==> src/rtl/imuldiv_int_mul_pipelined_param_if.sv <==
// Request/response bundle for the pipelined multiplier.
// Handshake: a transfer happens on any cycle where val && rdy are both high on the
// same interface (mulreq_* or mulresp_*); the sender holds msg stable while val && !rdy.
interface imuldiv_int_mul_pipelined_param_if #(
  parameter int W = 32
);
  logic [W-1:0]   mulreq_msg_a;
  logic [W-1:0]   mulreq_msg_b;
  logic [1:0]     mulreq_msg_fn;
  logic           mulreq_val;
  logic           mulreq_rdy;
  logic [2*W-1:0] mulresp_msg_result;
  logic           mulresp_val;
  logic           mulresp_rdy;

  // Requester / response consumer side
  modport master (
    output mulreq_msg_a, mulreq_msg_b, mulreq_msg_fn, mulreq_val,
    input  mulreq_rdy,
    input  mulresp_msg_result, mulresp_val,
    output mulresp_rdy
  );

  // Multiplier side
  modport slave (
    input  mulreq_msg_a, mulreq_msg_b, mulreq_msg_fn, mulreq_val,
    output mulreq_rdy,
    output mulresp_msg_result, mulresp_val,
    input  mulresp_rdy
  );
endinterface

==> src/rtl/imuldiv_int_mul_pipelined_param.sv <==
// Pipelined integer multiplier for the imuldiv unit.
// Stage 0 latches operand magnitudes and the result sign; stage k adds the partial
// product of |A| with slice k of |B|. The last stage negates when the sign is set.
// The whole pipe advances together and holds in place under response backpressure.
// Optional build macro: IMULDIV_MUL_SKID_EN adds a 2-entry output skid FIFO so the
// request ready no longer depends combinationally on response ready (except when full).
module imuldiv_int_mul_pipelined_param #(
  parameter int W         = 32,
  parameter int NUM_STAGE = 4
) (
  input  logic                                    clk,
  input  logic                                    reset,
  imuldiv_int_mul_pipelined_param_if.slave        mul_if
);

  localparam int S = W / NUM_STAGE;
  localparam int L = NUM_STAGE - 1;

  // Reject configurations where the multiplier cannot be sliced evenly
  if ((NUM_STAGE < 1) || (NUM_STAGE > W) || ((W % NUM_STAGE) != 0)) begin : g_bad_cfg
    $error("imuldiv_int_mul_pipelined_param: NUM_STAGE must be 1..W and divide W");
  end

  // Partial product of |A| with one S-bit slice of |B|, aligned to slice position k
  function automatic logic [2*W-1:0] part_prod(input logic [W-1:0] a,
                                               input logic [S-1:0] bs,
                                               input int k);
    logic [2*W-1:0] a_ext;
    logic [2*W-1:0] b_ext;
    a_ext = {{W{1'b0}}, a};
    b_ext = {{(2*W-S){1'b0}}, bs};
    return (a_ext * b_ext) << (k * S);
  endfunction

  // Stage registers
  logic [NUM_STAGE-1:0] val_q;
  logic [NUM_STAGE-1:0] sign_q;
  logic [W-1:0]         a_q   [NUM_STAGE];
  logic [W-1:0]         b_q   [NUM_STAGE];
  logic [2*W-1:0]       acc_q [NUM_STAGE];
  logic [2*W-1:0]       acc_d [NUM_STAGE];

  logic           adv;
  logic           req_a_neg;
  logic           req_b_neg;
  logic [W-1:0]   req_abs_a;
  logic [W-1:0]   req_abs_b;
  logic           req_sign;
  logic [2*W-1:0] last_result;

  // Operand decode: A signed for fn 0/2, B signed for fn 0; fn 3 falls through as unsigned
  always_comb begin
    req_a_neg = 1'b0;
    req_b_neg = 1'b0;
    if ((mul_if.mulreq_msg_fn == 2'd0) || (mul_if.mulreq_msg_fn == 2'd2)) begin
      req_a_neg = mul_if.mulreq_msg_a[W-1];
    end
    if (mul_if.mulreq_msg_fn == 2'd0) begin
      req_b_neg = mul_if.mulreq_msg_b[W-1];
    end
    // The most negative value negates to itself, which is its exact unsigned magnitude
    req_abs_a = req_a_neg ? -mul_if.mulreq_msg_a : mul_if.mulreq_msg_a;
    req_abs_b = req_b_neg ? -mul_if.mulreq_msg_b : mul_if.mulreq_msg_b;
    req_sign  = req_a_neg ^ req_b_neg;
  end

  // Next accumulator value entering each stage
  always_comb begin
    for (int k = 0; k < NUM_STAGE; k++) begin
      acc_d[k] = '0;
    end
    acc_d[0] = part_prod(req_abs_a, req_abs_b[S-1:0], 0);
    for (int k = 1; k < NUM_STAGE; k++) begin
      acc_d[k] = acc_q[k-1] + part_prod(a_q[k-1], b_q[k-1][k*S +: S], k);
    end
  end

  // Stage shift register: everything moves together on adv, otherwise holds
  always_ff @(posedge clk) begin
    if (reset) begin
      val_q  <= '0;
      sign_q <= '0;
      for (int k = 0; k < NUM_STAGE; k++) begin
        a_q[k]   <= '0;
        b_q[k]   <= '0;
        acc_q[k] <= '0;
      end
    end else if (adv) begin
      // adv is also mulreq_rdy, so val alone marks a request transfer here
      val_q[0]  <= mul_if.mulreq_val;
      sign_q[0] <= req_sign;
      a_q[0]    <= req_abs_a;
      b_q[0]    <= req_abs_b;
      acc_q[0]  <= acc_d[0];
      for (int k = 1; k < NUM_STAGE; k++) begin
        val_q[k]  <= val_q[k-1];
        sign_q[k] <= sign_q[k-1];
        a_q[k]    <= a_q[k-1];
        b_q[k]    <= b_q[k-1];
        acc_q[k]  <= acc_d[k];
      end
    end
  end

  // Apply the result sign to the finished magnitude
  always_comb begin
    last_result = sign_q[L] ? -acc_q[L] : acc_q[L];
  end

`ifdef IMULDIV_MUL_SKID_EN
  logic [2*W-1:0] fifo_q [2];
  logic [1:0]     fifo_cnt_q;
  logic           fifo_wr_q;
  logic           fifo_rd_q;
  logic           fifo_push;
  logic           fifo_pop;

  // Advance from FIFO occupancy; response ready only matters once both entries are full
  always_comb begin
    adv       = (fifo_cnt_q < 2'd2) || ((fifo_cnt_q == 2'd2) && mul_if.mulresp_rdy);
    fifo_push = val_q[L] && adv;
    fifo_pop  = (fifo_cnt_q != 2'd0) && mul_if.mulresp_rdy;
    mul_if.mulreq_rdy         = adv;
    mul_if.mulresp_val        = (fifo_cnt_q != 2'd0);
    mul_if.mulresp_msg_result = fifo_q[fifo_rd_q];
  end

  // Skid FIFO pointers, occupancy and storage
  always_ff @(posedge clk) begin
    if (reset) begin
      fifo_cnt_q <= '0;
      fifo_wr_q  <= 1'b0;
      fifo_rd_q  <= 1'b0;
      fifo_q[0]  <= '0;
      fifo_q[1]  <= '0;
    end else begin
      if (fifo_push) begin
        fifo_q[fifo_wr_q] <= last_result;
        fifo_wr_q         <= ~fifo_wr_q;
      end
      if (fifo_pop) begin
        fifo_rd_q <= ~fifo_rd_q;
      end
      if (fifo_push && !fifo_pop) begin
        fifo_cnt_q <= fifo_cnt_q + 2'd1;
      end else if (!fifo_push && fifo_pop) begin
        fifo_cnt_q <= fifo_cnt_q - 2'd1;
      end
    end
  end
`else
  // Advance whenever the last stage is empty or its result is being taken
  always_comb begin
    adv = !val_q[L] || mul_if.mulresp_rdy;
    mul_if.mulreq_rdy         = adv;
    mul_if.mulresp_val        = val_q[L];
    mul_if.mulresp_msg_result = last_result;
  end
`endif

endmodule

==> src/flat_wrapper.sv <==
// flat-port wrapper written by rule: the top's interface ports become plain ports
module imuldiv_int_mul_pipelined_param_flat 
#(
  parameter int W         = 32,
  parameter int NUM_STAGE = 4
)
  (clk, reset, mul_if_mulreq_msg_a, mul_if_mulreq_msg_b, mul_if_mulreq_msg_fn, mul_if_mulreq_val, mul_if_mulreq_rdy, mul_if_mulresp_msg_result, mul_if_mulresp_val, mul_if_mulresp_rdy);
  imuldiv_int_mul_pipelined_param_if #(.W(W)) mul_if_i ();
  input  logic clk;
  input  logic reset;
  input wire logic [$bits(mul_if_i.mulreq_msg_a)-1:0] mul_if_mulreq_msg_a;
  input wire logic [$bits(mul_if_i.mulreq_msg_b)-1:0] mul_if_mulreq_msg_b;
  input wire logic [$bits(mul_if_i.mulreq_msg_fn)-1:0] mul_if_mulreq_msg_fn;
  input wire logic [$bits(mul_if_i.mulreq_val)-1:0] mul_if_mulreq_val;
  output wire logic [$bits(mul_if_i.mulreq_rdy)-1:0] mul_if_mulreq_rdy;
  output wire logic [$bits(mul_if_i.mulresp_msg_result)-1:0] mul_if_mulresp_msg_result;
  output wire logic [$bits(mul_if_i.mulresp_val)-1:0] mul_if_mulresp_val;
  input wire logic [$bits(mul_if_i.mulresp_rdy)-1:0] mul_if_mulresp_rdy;
  assign mul_if_i.mulreq_msg_a = mul_if_mulreq_msg_a;
  assign mul_if_i.mulreq_msg_b = mul_if_mulreq_msg_b;
  assign mul_if_i.mulreq_msg_fn = mul_if_mulreq_msg_fn;
  assign mul_if_i.mulreq_val = mul_if_mulreq_val;
  assign mul_if_mulreq_rdy = mul_if_i.mulreq_rdy;
  assign mul_if_mulresp_msg_result = mul_if_i.mulresp_msg_result;
  assign mul_if_mulresp_val = mul_if_i.mulresp_val;
  assign mul_if_i.mulresp_rdy = mul_if_mulresp_rdy;
  imuldiv_int_mul_pipelined_param #(.W(W), .NUM_STAGE(NUM_STAGE)) u_core (.clk(clk), .reset(reset), .mul_if(mul_if_i));
endmodule
==> config.mk <==
export PLATFORM = sky130hd
export DESIGN_NAME = imuldiv_int_mul_pipelined_param_flat
export DESIGN_NICKNAME = d
export VERILOG_FILES = /design/src/rtl/imuldiv_int_mul_pipelined_param_if.sv /design/src/rtl/imuldiv_int_mul_pipelined_param.sv /design/src/flat_wrapper.sv
export SDC_FILE = /design/constraint.sdc
export NUM_CORES = 2
export LEC_CHECK = 0
export CAP_MARGIN = 5
export CORE_MARGIN = 1
export CORE_UTILIZATION = 47
export DETAILED_ROUTE_END_ITERATION = 10
export PLACE_DENSITY_LB_ADDON = 0.05
export SYNTH_ARGS = -nofsm -noshare
export SYNTH_HDL_FRONTEND = slang
export SYNTH_SLANG_ARGS = --single-unit
==> constraint.sdc <==
create_clock -name clk -period 22.9 [get_ports clk]
set_clock_uncertainty 0.2 [all_clocks]
set_input_delay 6.87 -clock clk [delete_from_list [all_inputs] [get_ports clk]]
set_output_delay 6.87 -clock clk [all_outputs]
set_load 0.05 [all_outputs]
# After elaboration in Yosys (flattened, before gate mapping)
# Memory sizes are Yosys's and may differ from the RTL's.
# Index checks and enable logic that the tools add are counted.
dict set report word_totals {
  latchBits 0
  rom_bits 0
  mem_bits_rw 512
  word_cells 55
  output_inout_bits 66
  mem_count 3
  ff_bits 8
  in_bits 70
}
# name words word_bits read_ports rd_ports_with_merged_regs write_ports line
set mem_list {}
lappend mem_list {u_core.acc_q 4 64 4 0 4 imuldiv_int_mul_pipelined_param.sv:40} ;# logic [2*W-1:0] acc_q [NUM_STAGE];
lappend mem_list {u_core.a_q 4 32 3 0 4 imuldiv_int_mul_pipelined_param.sv:38} ;# logic [W-1:0] a_q [NUM_STAGE];
lappend mem_list {u_core.b_q 4 32 3 0 4 imuldiv_int_mul_pipelined_param.sv:39} ;# logic [W-1:0] b_q [NUM_STAGE];
dict set report op_classes {
  eq_ne 1
  mul 4
  mux 22
  n_lt_le_gt_ge 0
  reduce_logical 4
  n_div 0
  addsub 6
  bitwise_logic 13
  shift 0
}
# op count
set op_table {}
lappend op_table {{$mux 32} 10}
lappend op_table {{$mux 64} 5}
lappend op_table {{$mul 32x8->40} 4}
lappend op_table {{$add 64x48->64} 1}
lappend op_table {{$add 64x56->64} 1}
lappend op_table {{$add 64x64->64} 1}
lappend op_table {{$neg 32->32} 2}
lappend op_table {{$neg 64->64} 1}
lappend op_table {{$or 1x1->1} 12}
lappend op_table {{$mux 1} 7}
lappend op_table {{$eq 2x2->1 const B} 1}
lappend op_table {{$logic_not 2->1} 1}
lappend op_table {{$logic_or 1x1->1} 2}
lappend op_table {{$logic_not 1->1} 1}
lappend op_table {{$xor 1x1->1} 1}

# Logic depth before layout (Yosys ltp)
dict set report logic_depth {
  ltp_word 6
  ltp_mapped 32
}

# Worst setup path before layout
# OpenSTA, ideal clock, no wires.
dict set report synth_path {
  path_type {in2reg}
  start {input reset}
  end {memory u_core.a_q[0][0] (enable)}
  path_slack_ns 6.335
  cell_stages 2
  required_ns 21.919
  path_buffers 1
  setup_time_ns 0.781
  arrival_time_ns 15.584
  path_cell_list {clkbuf_1 > nand2b_1}
}
# item line
set synth_rtl {}
lappend synth_rtl {{start, declared} flat_wrapper.sv:10} ;# input logic reset;
lappend synth_rtl {{end, declared} imuldiv_int_mul_pipelined_param.sv:38}

# Worst setup path in the final report
dict set report layout_path {
  start {input mul_if_mulresp_rdy}
  end {output mul_if_mulreq_rdy}
}
dict set report layout_via {
  elab_chain_len 1
}
# item line
set layout_lines {}
lappend layout_lines {{start, declared} flat_wrapper.sv:18} ;# input wire logic [$bits(mul_if_i.mulresp_rdy)-1:0] mul_if_mulresp_rdy;
lappend layout_lines {{$logic_or 1x1->1} imuldiv_int_mul_pipelined_param.sv:154} ;# adv = !val_q[L] || mul_if.mulresp_rdy;
lappend layout_lines {{end, declared} flat_wrapper.sv:15} ;# output wire logic [$bits(mul_if_i.mulreq_rdy)-1:0] mul_if_mulreq_rdy;
# Every way passes these cells.

==> impl_metrics.yaml <==
run_status:
  status: "finished, final reports clean"
sta:
  fin_crit_sh: 0.718
  finalHoldViolations: 0
  setup_viol: 0
  relSlewSlack: 0.154
  whs_ps: 241
  slew_violations: 0
  worst_pin_slew_ps: 1270
  rsz0062_at_grt: "no"
  fmax_mhz: 60.8
  finalSetupTns_ps: 0
  period_needed_ps: 16450
  setup_ws_ps: 6450
worst_hold_path:
  hp-class: "reg2reg"
  hold_depth: 2
yosys:
  syn_area_per_cell_sq_um: 9.29
  synth_seq_area_share: 0.206
  synth_warnings: 0
  synth_ff_type: "edfxtp_1"
  ys_ff_latch: 362
  yosys.area.top_type: "fa_1"
  synth_cell_type_count: 81
  synth_nets: 6786
  synthDominantCellAreaShare: 0.276
  synth_area_sq_um: 52400
  async_reset_ff_frac: 0
  synth_common_cells: "757 x inv_1, 733 x and2_1, 723 x fa_1"
  yosysMostFrequentCell: "inv_1"
  syn_inst: 5635
  synth.area.top_cells: "fa_1 28%, edfxtp_1 20%, and2_1 8.8%, ha_1 8.6%, inv_1 5.4%"
  synth_edf_count: 354
setup_path:
  path_class: "in2out"
  cp_top_family: "buffers and inverters"
  required_ps: 15830
  crit_top_cell: "clkdlybuf4s50_1"
  max_stage_delay_ps: 820
  critical_path.endpoint_type: "output pin"
  rr_worst_depth: 29
  crit_arrival_ps: 9380
  worstPathMaxFanout: 11
  crit_cells: 4
  critical_path_buf_inv_count: 3
  cp_cell_sequence: "clkdlybuf4s50_1 -> nor2b_1 -> clkinv_1 -> clkdlybuf4s50_1"
  crit_slowest_cell: "clkdlybuf4s50_1"
  start_kind: "input pin"
pwr:
  p_leak_nw: 26.3
  ir_drop_v: 0.0000609
  powerDensity_nw_per_um2: 75.6
clock_network:
  cts_htree_levels: 2
  cts_buffers: 44
  post_cts_buffers: 0
  cts_tree: "built"
  ctsHoldBuffers: 0
  clock_latency_ps: 630
  clock-sinks: 362
  cts_root_buf: "clkbuf_16"
  clkTransAtPathRegs_ps: 60
  clockBufferDepth: 3
  cts_resized: 0
floorplan:
  die_w_um: 336
  die-area_sq_um: 113000
  ios: 136
  die_h_um: 336
  core.rowCount: 122
  initial_core_util: 0.474
  core_area_sq_um: 111000
finish:
  final_area_sq_um: 56600
  instances_no_fill: 7184
  final_layout_size_suffix_gt1_frac: 0.0283
  nets: 6813
  antenna_cells: 0
  syn2layout_area_growth_pct: 8.18
placed_design:
  place_area_sq_um: 55200
  portBuffers: 135
  pre_cts_slack_ps: 6450
  dp_hpwl_um: 112000
  place_inst: 7104
  gp_congestion: 0.896
routing:
  dr.pass1.iters: 8
  drc_errors: 0
  wl_per_cell_um: 19.4
  num_vias: 38600
  drtIter0Drc: 1878
  vias_per_cell: 5.38
  wl_um: 140000
  drtAntennaViolNets: 0
global_routing:
  antenna_found_initial: 0
  grt_pass1_wl_um: 224000
  grt_pass1_vias: 40400
  overflow: 0
  grt_max_degree: 138
  grt_usage: 0.253
job:
  maxCapViolations: 0
logic make-up (layout without fill, tap and decap cells):
group           after synthesis  in the layout  share of synthesized area
buf+inv                     952           1013                     0.0683
fa+ha+maj                  1081           1081                      0.362
xor+xnor                    349            349                     0.0584
flops                       362            362                      0.206
simple gates               2031           2031                      0.198
compound gates              849            849                      0.105
mux                          11             11                    0.00217
routing by layer:
layer	global-route usage	part of all wire	vias up
li1	-	-	18400
met1	0.329	0.44	19400
met2	0.437	0.49	687
met3	0.0235	0.031	171
met4	0.0951	0.040	0
met5	0	0	-
final cells by class:
class | count | area (sq um)
Fill cell | 10600 | 53900
Clock buffer | 57 | 1150
Inverter | 758 | 2850
Sequential cell | 362 | 10800
Tap cell | 1488 | 1860
Clock inverter | 23 | 259
Multi-Input combinational cell | 4321 | 38100
Timing Repair Buffer | 175 | 1680
placed cells by master, fill, tap and decap left out, drive strengths merged, types with 9 or more instances in the layout:
master | Yosys | routed
inv | 757 | 759
and2 | 733 | 733
fa | 723 | 723
nand2 | 537 | 537
nor2 | 405 | 405
ha | 358 | 358
edfxtp | 354 | 354
a21oi | 240 | 240
xnor2 | 210 | 210
o21ai | 177 | 177
xor2 | 139 | 139
clkdlybuf4s50 | 0 | 135
a21o | 103 | 103
nor3 | 66 | 66
clkbuf | 188 | 57
a211oi | 51 | 51
nand2b | 48 | 48
o21a | 43 | 43
nand3 | 42 | 42
buf | 6 | 40
o31ai | 33 | 33
nor2b | 29 | 29
o21bai | 28 | 28
and3 | 27 | 27
o211ai | 25 | 25
nand4 | 25 | 25
or3 | 24 | 24
a31oi | 23 | 23
or4 | 21 | 21
or2 | 17 | 17
o41ai | 17 | 17
clkinv | 1 | 16
nor4 | 15 | 15
a221oi | 12 | 12
nor3b | 11 | 11
a211o | 11 | 11
o2111ai | 9 | 9
a2111oi | 9 | 9
stage by stage:
step                      power [mW]   util
after floorplan                 2.91      -
after global placement          3.58  0.500
after CTS                       4.31  0.513
after global routing            4.68  0.513
after detailed placement        3.59  0.500
final                           4.28  0.513
sequential cells by signal (all words and copies together), names as in the netlist:
name           count
u_core.val_q       4
u_core.b_q        48
u_core.a_q        96
u_core.acc_q     210
u_core.sign_q      4
worst reg2reg max path: cells and delay by family, from the launching register on:
family | cells | cell delay, ps
xor+xnor | 1 | 140
compound gates | 12 | 2920
flops | 1 | 1140
fa+ha+maj | 6 | 2780
simple gates | 6 | 1850
buf+inv | 4 | 310
where the power goes:
group	internal [mW]	switching, mW
clock network	0.393	0.301
logic	1.05	1.53
registers	0.894	0.121
total	2.33	1.95
final timing paths:
kind,from,end,slack (ps)
hold / removal,u_core.sign_q[1],u_core.sign_q[2],240
setup / recovery,mul_if_mulresp_rdy,mul_if_mulreq_rdy,6450
hold reg to reg,u_core.sign_q[1],u_core.sign_q[2],240
setup reg to reg,u_core.b_q[0][91],u_core.acc_q[0][254],13220
Note: power is estimated with default switching activity, not from simulation.
